$ cat src/rtl/serial_frame_tx_if.sv
// Load handshake and serial line bundle for serial_frame_tx.
// The slave modport is the transmitter side; master is the word source and line observer.
interface serial_frame_tx_if #(
  parameter int WIDTH = 8
);
  logic [WIDTH-1:0] din;
  logic             load_valid;
  logic             load_ready;
  logic             sdo;
  logic             busy;
  logic             done;

  modport master (
    output din,
    output load_valid,
    input  load_ready,
    input  sdo,
    input  busy,
    input  done
  );

  modport slave (
    input  din,
    input  load_valid,
    output load_ready,
    output sdo,
    output busy,
    output done
  );
endinterface

$ cat src/rtl/serial_frame_tx.sv
// Framed serial transmitter: start bit, WIDTH data bits LSB-first, stop bit, DIV clocks per bit.
// Optional macro SFT_NEGEDGE_LAUNCH_EN retimes sdo through a falling-edge flop.
module serial_frame_tx #(
  parameter int WIDTH = 8,
  parameter int DIV   = 4
) (
  input logic             clk,
  input logic             rst_n,
  serial_frame_tx_if.slave bus
);

  localparam int DW = (DIV   > 1) ? $clog2(DIV)   : 1;
  localparam int BW = (WIDTH > 1) ? $clog2(WIDTH) : 1;

  typedef enum logic [1:0] {IDLE, START, DATA, STOP} state_t;

  state_t           state_p0, state_nx;
  logic [DW-1:0]    div_p0, div_nx;
  logic [BW-1:0]    bit_p0, bit_nx;
  logic [WIDTH-1:0] shift_p0, shift_nx;
  logic             sdo_p0, sdo_nx;
  logic             done_p0, done_nx;
  logic             bit_end;

  // Line level for a given state: low only for the start bit, data follows the shifter LSB.
  function automatic logic line_level(input state_t s, input logic lsb);
    case (s)
      START:   line_level = 1'b0;
      DATA:    line_level = lsb;
      default: line_level = 1'b1;
    endcase
  endfunction

  assign bit_end = (div_p0 == DW'(DIV - 1));

  always_comb begin
    state_nx = state_p0;
    div_nx   = div_p0;
    bit_nx   = bit_p0;
    shift_nx = shift_p0;
    done_nx  = 1'b0;
    case (state_p0)
      IDLE: begin
        if (bus.load_valid) begin
          shift_nx = bus.din;
          state_nx = START;
          div_nx   = '0;
        end
      end
      START: begin
        if (bit_end) begin
          state_nx = DATA;
          div_nx   = '0;
          bit_nx   = '0;
        end else begin
          div_nx = div_p0 + DW'(1);
        end
      end
      DATA: begin
        if (bit_end) begin
          div_nx   = '0;
          shift_nx = shift_p0 >> 1;
          if (bit_p0 == BW'(WIDTH - 1)) begin
            state_nx = STOP;
          end else begin
            bit_nx = bit_p0 + BW'(1);
          end
        end else begin
          div_nx = div_p0 + DW'(1);
        end
      end
      STOP: begin
        if (bit_end) begin
          state_nx = IDLE;
          div_nx   = '0;
          done_nx  = 1'b1;
        end else begin
          div_nx = div_p0 + DW'(1);
        end
      end
      default: state_nx = IDLE;
    endcase
    // Registering the next-state level makes sdo fall on the accept edge itself.
    sdo_nx = line_level(state_nx, shift_nx[0]);
  end

  // Stage p0: rising-edge frame state and launched line level
  always_ff @(posedge clk or negedge rst_n) begin
    if (!rst_n) begin
      state_p0 <= IDLE;
      div_p0   <= '0;
      bit_p0   <= '0;
      shift_p0 <= '0;
      sdo_p0   <= 1'b1;
      done_p0  <= 1'b0;
    end else begin
      state_p0 <= state_nx;
      div_p0   <= div_nx;
      bit_p0   <= bit_nx;
      shift_p0 <= shift_nx;
      sdo_p0   <= sdo_nx;
      done_p0  <= done_nx;
    end
  end

  assign bus.load_ready = (state_p0 == IDLE);
  assign bus.busy       = (state_p0 != IDLE);
  assign bus.done       = done_p0;

`ifdef SFT_NEGEDGE_LAUNCH_EN
  logic sdo_p1;

  // Stage p1: falling-edge retime centres each bit on the receiver's rising-edge sample
  always_ff @(negedge clk or negedge rst_n) begin
    if (!rst_n) begin
      sdo_p1 <= 1'b1;
    end else begin
      sdo_p1 <= sdo_p0;
    end
  end

  assign bus.sdo = sdo_p1;
`else
  assign bus.sdo = sdo_p0;
`endif

endmodule
$ cat src/flat_wrapper.sv
// flat-port wrapper written by rule: the top's interface ports become plain ports
module serial_frame_tx_flat 
#(
  parameter int WIDTH = 8,
  parameter int DIV   = 4
)
  (clk, rst_n, bus_din, bus_load_valid, bus_load_ready, bus_sdo, bus_busy, bus_done);
  serial_frame_tx_if #(.WIDTH(WIDTH)) bus_i ();
  input logic clk;
  input logic rst_n;
  input wire logic [$bits(bus_i.din)-1:0] bus_din;
  input wire logic [$bits(bus_i.load_valid)-1:0] bus_load_valid;
  output wire logic [$bits(bus_i.load_ready)-1:0] bus_load_ready;
  output wire logic [$bits(bus_i.sdo)-1:0] bus_sdo;
  output wire logic [$bits(bus_i.busy)-1:0] bus_busy;
  output wire logic [$bits(bus_i.done)-1:0] bus_done;
  assign bus_i.din = bus_din;
  assign bus_i.load_valid = bus_load_valid;
  assign bus_load_ready = bus_i.load_ready;
  assign bus_sdo = bus_i.sdo;
  assign bus_busy = bus_i.busy;
  assign bus_done = bus_i.done;
  serial_frame_tx #(.WIDTH(WIDTH), .DIV(DIV)) u_core (.clk(clk), .rst_n(rst_n), .bus(bus_i));
endmodule
$ cat config.mk
export PLATFORM = sky130hd
export DESIGN_NAME = serial_frame_tx_flat
export DESIGN_NICKNAME = d
export VERILOG_FILES = /design/src/rtl/serial_frame_tx_if.sv /design/src/rtl/serial_frame_tx.sv /design/src/flat_wrapper.sv
export SDC_FILE = /design/constraint.sdc
export NUM_CORES = 1
export LEC_CHECK = 0
export ABC_AREA = 1
export CAP_MARGIN = 10
export CORE_MARGIN = 5
export CORE_UTILIZATION = 50
export CTS_CLUSTER_SIZE = 10
export DETAILED_ROUTE_END_ITERATION = 8
export GPL_ROUTABILITY_DRIVEN = 0
export PLACE_DENSITY = 0.77
export SLEW_MARGIN = 20
export SYNTH_ARGS = -nofsm -noshare
export SYNTH_HDL_FRONTEND = slang
export SYNTH_SLANG_ARGS = --single-unit
$ cat constraint.sdc
create_clock -name clk -period 4 [get_ports clk]
set_clock_uncertainty 0.2 [all_clocks]
set_input_delay 0.4 -clock clk [delete_from_list [all_inputs] [get_ports clk]]
set_output_delay 0.4 -clock clk [all_outputs]
set_load 0.02 [all_outputs]
==> results of run 1 <==
[power by group]
group / total (mW) / switching, mW / leakage, nW / internal [mW]
clock network: 0.0920 / 0.0532 / 0.0150 / 0.0388
registers: 0.302 / 0.0516 / 0.211 / 0.250
logic: 0.315 / 0.190 / 0.291 / 0.125
total: 0.709 / 0.295 / 0.517 / 0.414
[synth_stat cells]
cell type / count
nor2_2: 1
ha_1: 3
inv_1: 8
inv_2: 1
nor2_1: 4
nand2_1: 43
nand2_2: 1
xor2_1: 1
dfrtp_1: 16
nor2_4: 4
or2_1: 1
dfstp_2: 1
a21oi_1: 2
o21ai_0: 2
nand3_1: 13
o21ai_1: 1
[cell type report]
type	instances	area, µm²	share of cell area [%]
well taps	16	20.0	1.96
flip-flops and latches	17	427	41.7
inverters	9	33.8	3.30
clock buffers	4	26.3	2.57
repair buffers	14	140	13.7
multi-input cells	76	377	36.8
[sequential cells by signal, indices dropped and copies added, names as in the netlist]
name and flops:
u_core.bus.done 1, u_core.div_p0 2, u_core.shift_p0 8, u_core.bit_p0 3, u_core.bus.sdo 1, u_core.state_p0 2
[cells by family (layout without fill, tap and decap cells)]
| logic type | Yosys count | count (layout) | share of synthesized area (%) |
|---|---|---|---|
| AND/OR/NAND/NOR | 67 | 67 | 36.5 |
| XOR/XNOR | 1 | 1 | 1.05 |
| AO/OA/AOI/OAI | 5 | 5 | 2.99 |
| adder cells (fa/ha/maj) | 3 | 3 | 4.48 |
| buffers and inverters | 9 | 27 | 4.04 |
| flip-flops | 17 | 17 | 51.0 |
[through the flow]
| step | worst slack, ns | utilization (%) | instance area [µm²] | total power, mW |
|---|---|---|---|---|
| floorplan | 2.41 | - | 837 | 0.522 |
| finish | 1.82 | 66.4 | 1020 | 0.709 |
| detailed placement | 2.15 | 64.7 | 997 | 0.622 |
| CTS | 1.82 | 66.4 | 1020 | 0.712 |
| global route | 1.75 | 66.4 | 1020 | 0.774 |
| global placement | 2.16 | 64.7 | 997 | 0.611 |
[critical path: cells and delay by family (launching register included)]
kind	cells	cell delay, ns
simple gates	1	0.19
buf+inv	1	0.63
flops	1	0.47
[per-layer routing]
metal  global-route usage (%)  up-vias
li1                         -      361
met1                     19.2      309
met2                     19.0       21
met3                     3.49        7
met4                     5.11        0
met5                        0        -
[layout by cell type, fill, tap and decap left out, types with 2 or more instances in the layout]
cell type / Yosys / final
a21oi_1: 2 / 2
clkbuf_4: 0 / 3
clkdlybuf4s50_1: 0 / 14
dfrtp_1: 16 / 16
ha_1: 3 / 3
inv_1: 8 / 8
nand2_1: 43 / 43
nand3_1: 13 / 13
nor2_1: 4 / 4
nor2_4: 4 / 4
o21ai_0: 2 / 2
[path summary, 6_finish.rpt]
check                      cells after the start                           end  slack [ns]
min reg2reg                                    1  u_core.div_p0[0]$_DFFE_PN0P_        0.28
min in group asynchronous                      1  u_core.shift_p0[0]$_DFF_PN0_        0.33
max                                            2                bus_load_ready        1.82
min                                            1  u_core.div_p0[0]$_DFFE_PN0P_        0.28
max reg2reg                                    6  u_core.bit_p0[0]$_DFFE_PN0P_        2.12
max in group asynchronous                      1  u_core.div_p0[1]$_DFFE_PN0P_        2.81
==> qor.yml, run 1 <==
outcome: "finished, final reports clean"
drc_errors: 0
hp-class: "flop to flop"
crit_slowest_cell: "clkdlybuf4s50_1"
numCtsBuffers: 3
cts_tree: "built"
cts_resized: 0
grt_overflow: 0
grt_usage_pct: 13.3
post-route-period-util_pct: 54.4
maxCapViolCount: 0
avgRoutedWirePerCell_um: 11.3
arrival_ns: 1.58
via_count: 698
rsz0062_at_grt: "no"
cts_sinks: 17
timing.setup.tns_ns: 0
cp.required_ns: 3.40
wl_met3_um: 90
cp_max_fo: 6
grt_pass1_wl_um: 2660
postSynthCellCount: 102
crit_chain: "nor2_4 -> clkdlybuf4s50_1"
synth_cell_types: 16
worstHoldStart: "u_core.div_p0[0]$_DFFE_PN0P_"
stdcell_count: 136
synth-seq-area-share_pct: 51.0
die_y_um: 50.9
drt-met1-wl_um: 751
cts_max_level: 1
drv_slew: 0
fillers: 131
synth_nets: 116
cts_max_path_buffers: 2
crit_type: "flop to primary output"
postCtsHoldBufs: 0
drive_gt1_share_pct: 9.17
coreArea_mm2: 0.00154
insertion_delay_ns: 0.29
start_kind: "flop"
fin_crit_ns: 2.18
fmax_mhz: 460
hold_viol_final: 0
first_pass_iters: 4
wl_um: 1530
yosys_warnings: 0
highest_layer: "met4"
synth_top_area_share_pct: 47.8
syn_area_per_cell_um2: 8.21
die_w_um: 50.9
p_per_area_mw_per_mm2: 693
synth_area_um2: 837
cp-end-kind: "primary output"
ant_nets: 0
grt_max_degree: 18
tightestPinTransition_ns: 0.723
holdWs_ns: 0.276
antenna_found_initial: 0
io_pins: 15
total_leakage_power_nw: 0.517
clkTransAtPathRegs_ns: 0.10
ys_ff_latch: 17
post_drt_via_cell_ratio: 5.13
fp.dieArea_mm2: 0.00259
areaGrowthSynthToFinish_pct: 22.3
clockRootBuffer: "clkbuf_4"
dp_cells: 132
start_util_pct: 54.3
n_antenna_cell: 0
first_global_vias: 618
ir_worst_vdd_mv: 0.462
drtIter0Drc: 23
cp-startpoint: "u_core.state_p0[0]$_DFF_PN0_"
yosys.area.top_type: "dfrtp_1"
cts_setup_buffers: 0
wl_met2_um: 660
r2r_start: "u_core.bit_p0[0]$_DFFE_PN0P_"
nets: 135
rows: 14
portBuffers: 14
setup_viol: 0
hpwl_um: 1190
relSlewSlack_pct: 51.6
synthTopCellsByArea: "dfrtp_1 (48%), nand2_1 (19%), nand3_1 (7.8%)"
cpPeakStageDelay_ns: 0.63
(Power assumes the default switching activity.)
==> run 2, diff against run 1 <==
CORE_UTILIZATION = 45   (was 50)
PLACE_DENSITY = 0.73   (was 0.77)
clock period = 1.8 ns   (was 4 ns; I/O delays follow)
==> qor.yml, run 2 (synthesis gave the netlist of run 1 again) <==
avgRoutedWirePerCell_um: 10.3
outcome: "finished with violations"
largest_register_ffs: 8
hold_viol_final: 1
post_drt_via_cell_ratio: 4.84
postCtsHoldBufs: 0
areaGrowthSynthToFinish_pct: 26.5
maxCapViolCount: 0
grt_max_degree: 18
drc_errors: 0
r2r_setup_slack_ns: 0.16
numCtsBuffers: 3
die_y_um: 53.1
r2r_start: "u_core.bit_p0[0]$_DFFE_PN0P_"
arrival_ns: 1.28
cp_max_fo: 5
fin_crit_ns: 1.66
r2r_cells: 6
insertion_delay_ns: 0.29
hpwl_um: 1160
fillers: 160
crit_type: "flop to primary output"
reg_top3: "u_core.shift_p0: 8 flops, u_core.bit_p0: 3 flops"
holdWs_ns: -0.000339
io_pins: 15
p_clk_share_pct: 13.0
cts_max_path_buffers: 2
first_pass_iters: 4
cts_sinks: 17
p_per_area_mw_per_mm2: 1500
stdcell_count: 148
grt_overflow: 0
p_seq_share_pct: 41.8
netSwitchingFraction_pct: 41.3
timing.setup.tns_ns: 0
fmax_mhz: 603
tightestPinTransition_ns: 0.256
rows: 15
largest-register: "u_core.shift_p0"
first_global_vias: 619
antenna_found_initial: 0
drive_gt1_share_pct: 12.2
portBuffers: 14
total_leakage_power_nw: 0.540
hp-class: "primary input to async pin"
die_w_um: 53.1
timing.critical_path.to: "bus_busy"
p_sw_mw: 0.655
intPower_mw: 0.932
multi_input_area_um2: 377
grt_pass1_wl_um: 2550
nets: 138
layout_common_cells: "nand2_1 (43), dfrtp_1 (15), nand3_1 (13)"
ir_worst_vdd_mv: 0.984
clockRootBuffer: "clkbuf_4"
final_common_cell: "nand2_1"
cp.required_ns: 1.42
cp-end-kind: "primary output"
ff_latch_area_um2: 428
rsz0062_at_grt: "no"
relSlewSlack_pct: 82.9
wl_um: 1530
clkTransAtPathRegs_ns: 0.09
reg2reg_to: "u_core.bit_p0[0]$_DFFE_PN0P_"
cts_tree: "built"
start_kind: "flop"
pwr-share-comb_pct: 45.2
ant_nets: 0
fp.dieArea_mm2: 0.00282
post-route-period-util_pct: 92.1
grt_usage_pct: 12.6
n_antenna_cell: 0
drv_slew: 0
fin_ws_ns: 0.142
via_count: 717
dp_cells: 144
place_ws_ns: 0.0740
setup_viol: 0
cts_setup_buffers: 0
cp-startpoint: "u_core.state_p0[1]$_DFF_PN0_"
coreArea_mm2: 0.00175
violations: "hold timing"
drtIter0Drc: 19
start_util_pct: 48.0
cts_max_level: 1
run 2: layout make-up:
cell class / instances / share of cell area [%]
Clock buffer: 4 / 2.48
Inverter: 9 / 3.19
Multi-Input combinational cell: 76 / 35.6
Sequential cell: 17 / 40.4
Tap cell: 25 / 2.96
Timing Repair Buffer: 17 / 15.4
run 2: critical path, stage by stage, from the launching register on:
cell,delay [ns]
dfrtp_2,0.47
nor2_4,0.15
inv_2,0.05
dlygate4sd2_1,0.31
run 2: stage by stage:
stage | utilization (%) | instance area [µm²] | hold WS, ns | total power [mW]
CTS | 60.5 | 1060 | 0.00911 | 1.60
global route | 60.6 | 1060 | 0.0110 | 1.75
detailed placement | 59.1 | 1030 | 0.264 | 1.41
floorplan | - | 837 | -0.316 | 1.16
global placement | 59.1 | 1030 | 0.256 | 1.38
finish | 60.6 | 1060 | -0.000339 | 1.59
run 2: power groups by stage:
stage,Clock [mW],Combinational (mW),Sequential [mW]
3_5_place_dp,0,0.736,0.671
5_1_grt,0.239,0.824,0.685
6_report,0.206,0.717,0.664
3_3_place_gp,0,0.720,0.664
4_1_cts,0.209,0.728,0.665
2_1_floorplan,0,0.481,0.679
run 2: metal layers:
layer	up-vias	GRT usage (%)	part of all wire [%]	routed length, µm
li1	361	-	-	-
met1	331	18.2	47	722
met2	20	17.6	45	689
met3	5	1.69	5.0	77
met4	0	7.66	2.7	41
met5	-	0	0	0
run 2: timing repair:
item,in CTS,in global routing
hold endpoints to repair,0,0
setup endpoints to repair,2,4
gates cloned,0,0
resized for setup,3,2
run 2: how the worst min path moves through the flow:
stage                                         startpoint                             end  slack [ns]
after CTS                                          rst_n       u_core.bus.done$_DFF_PN0_       0.009
final                                              rst_n    u_core.state_p0[0]$_DFF_PN0_     -0.0003
after floorplan                                    rst_n    u_core.bit_p0[0]$_DFFE_PN0P_       -0.32
after global placement    u_core.shift_p0[7]$_DFFE_PN0P_  u_core.shift_p0[7]$_DFFE_PN0P_        0.26
after global routing                               rst_n    u_core.shift_p0[0]$_DFF_PN0_        0.01
after detailed placement  u_core.shift_p0[7]$_DFFE_PN0P_  u_core.shift_p0[7]$_DFFE_PN0P_        0.26
==> run 3, diff against run 2 <==
CTS_CLUSTER_SIZE = unset   (was 10)
==> results of run 3 <==
No change in the layout: final DEF, timing and power equal those of run 2.
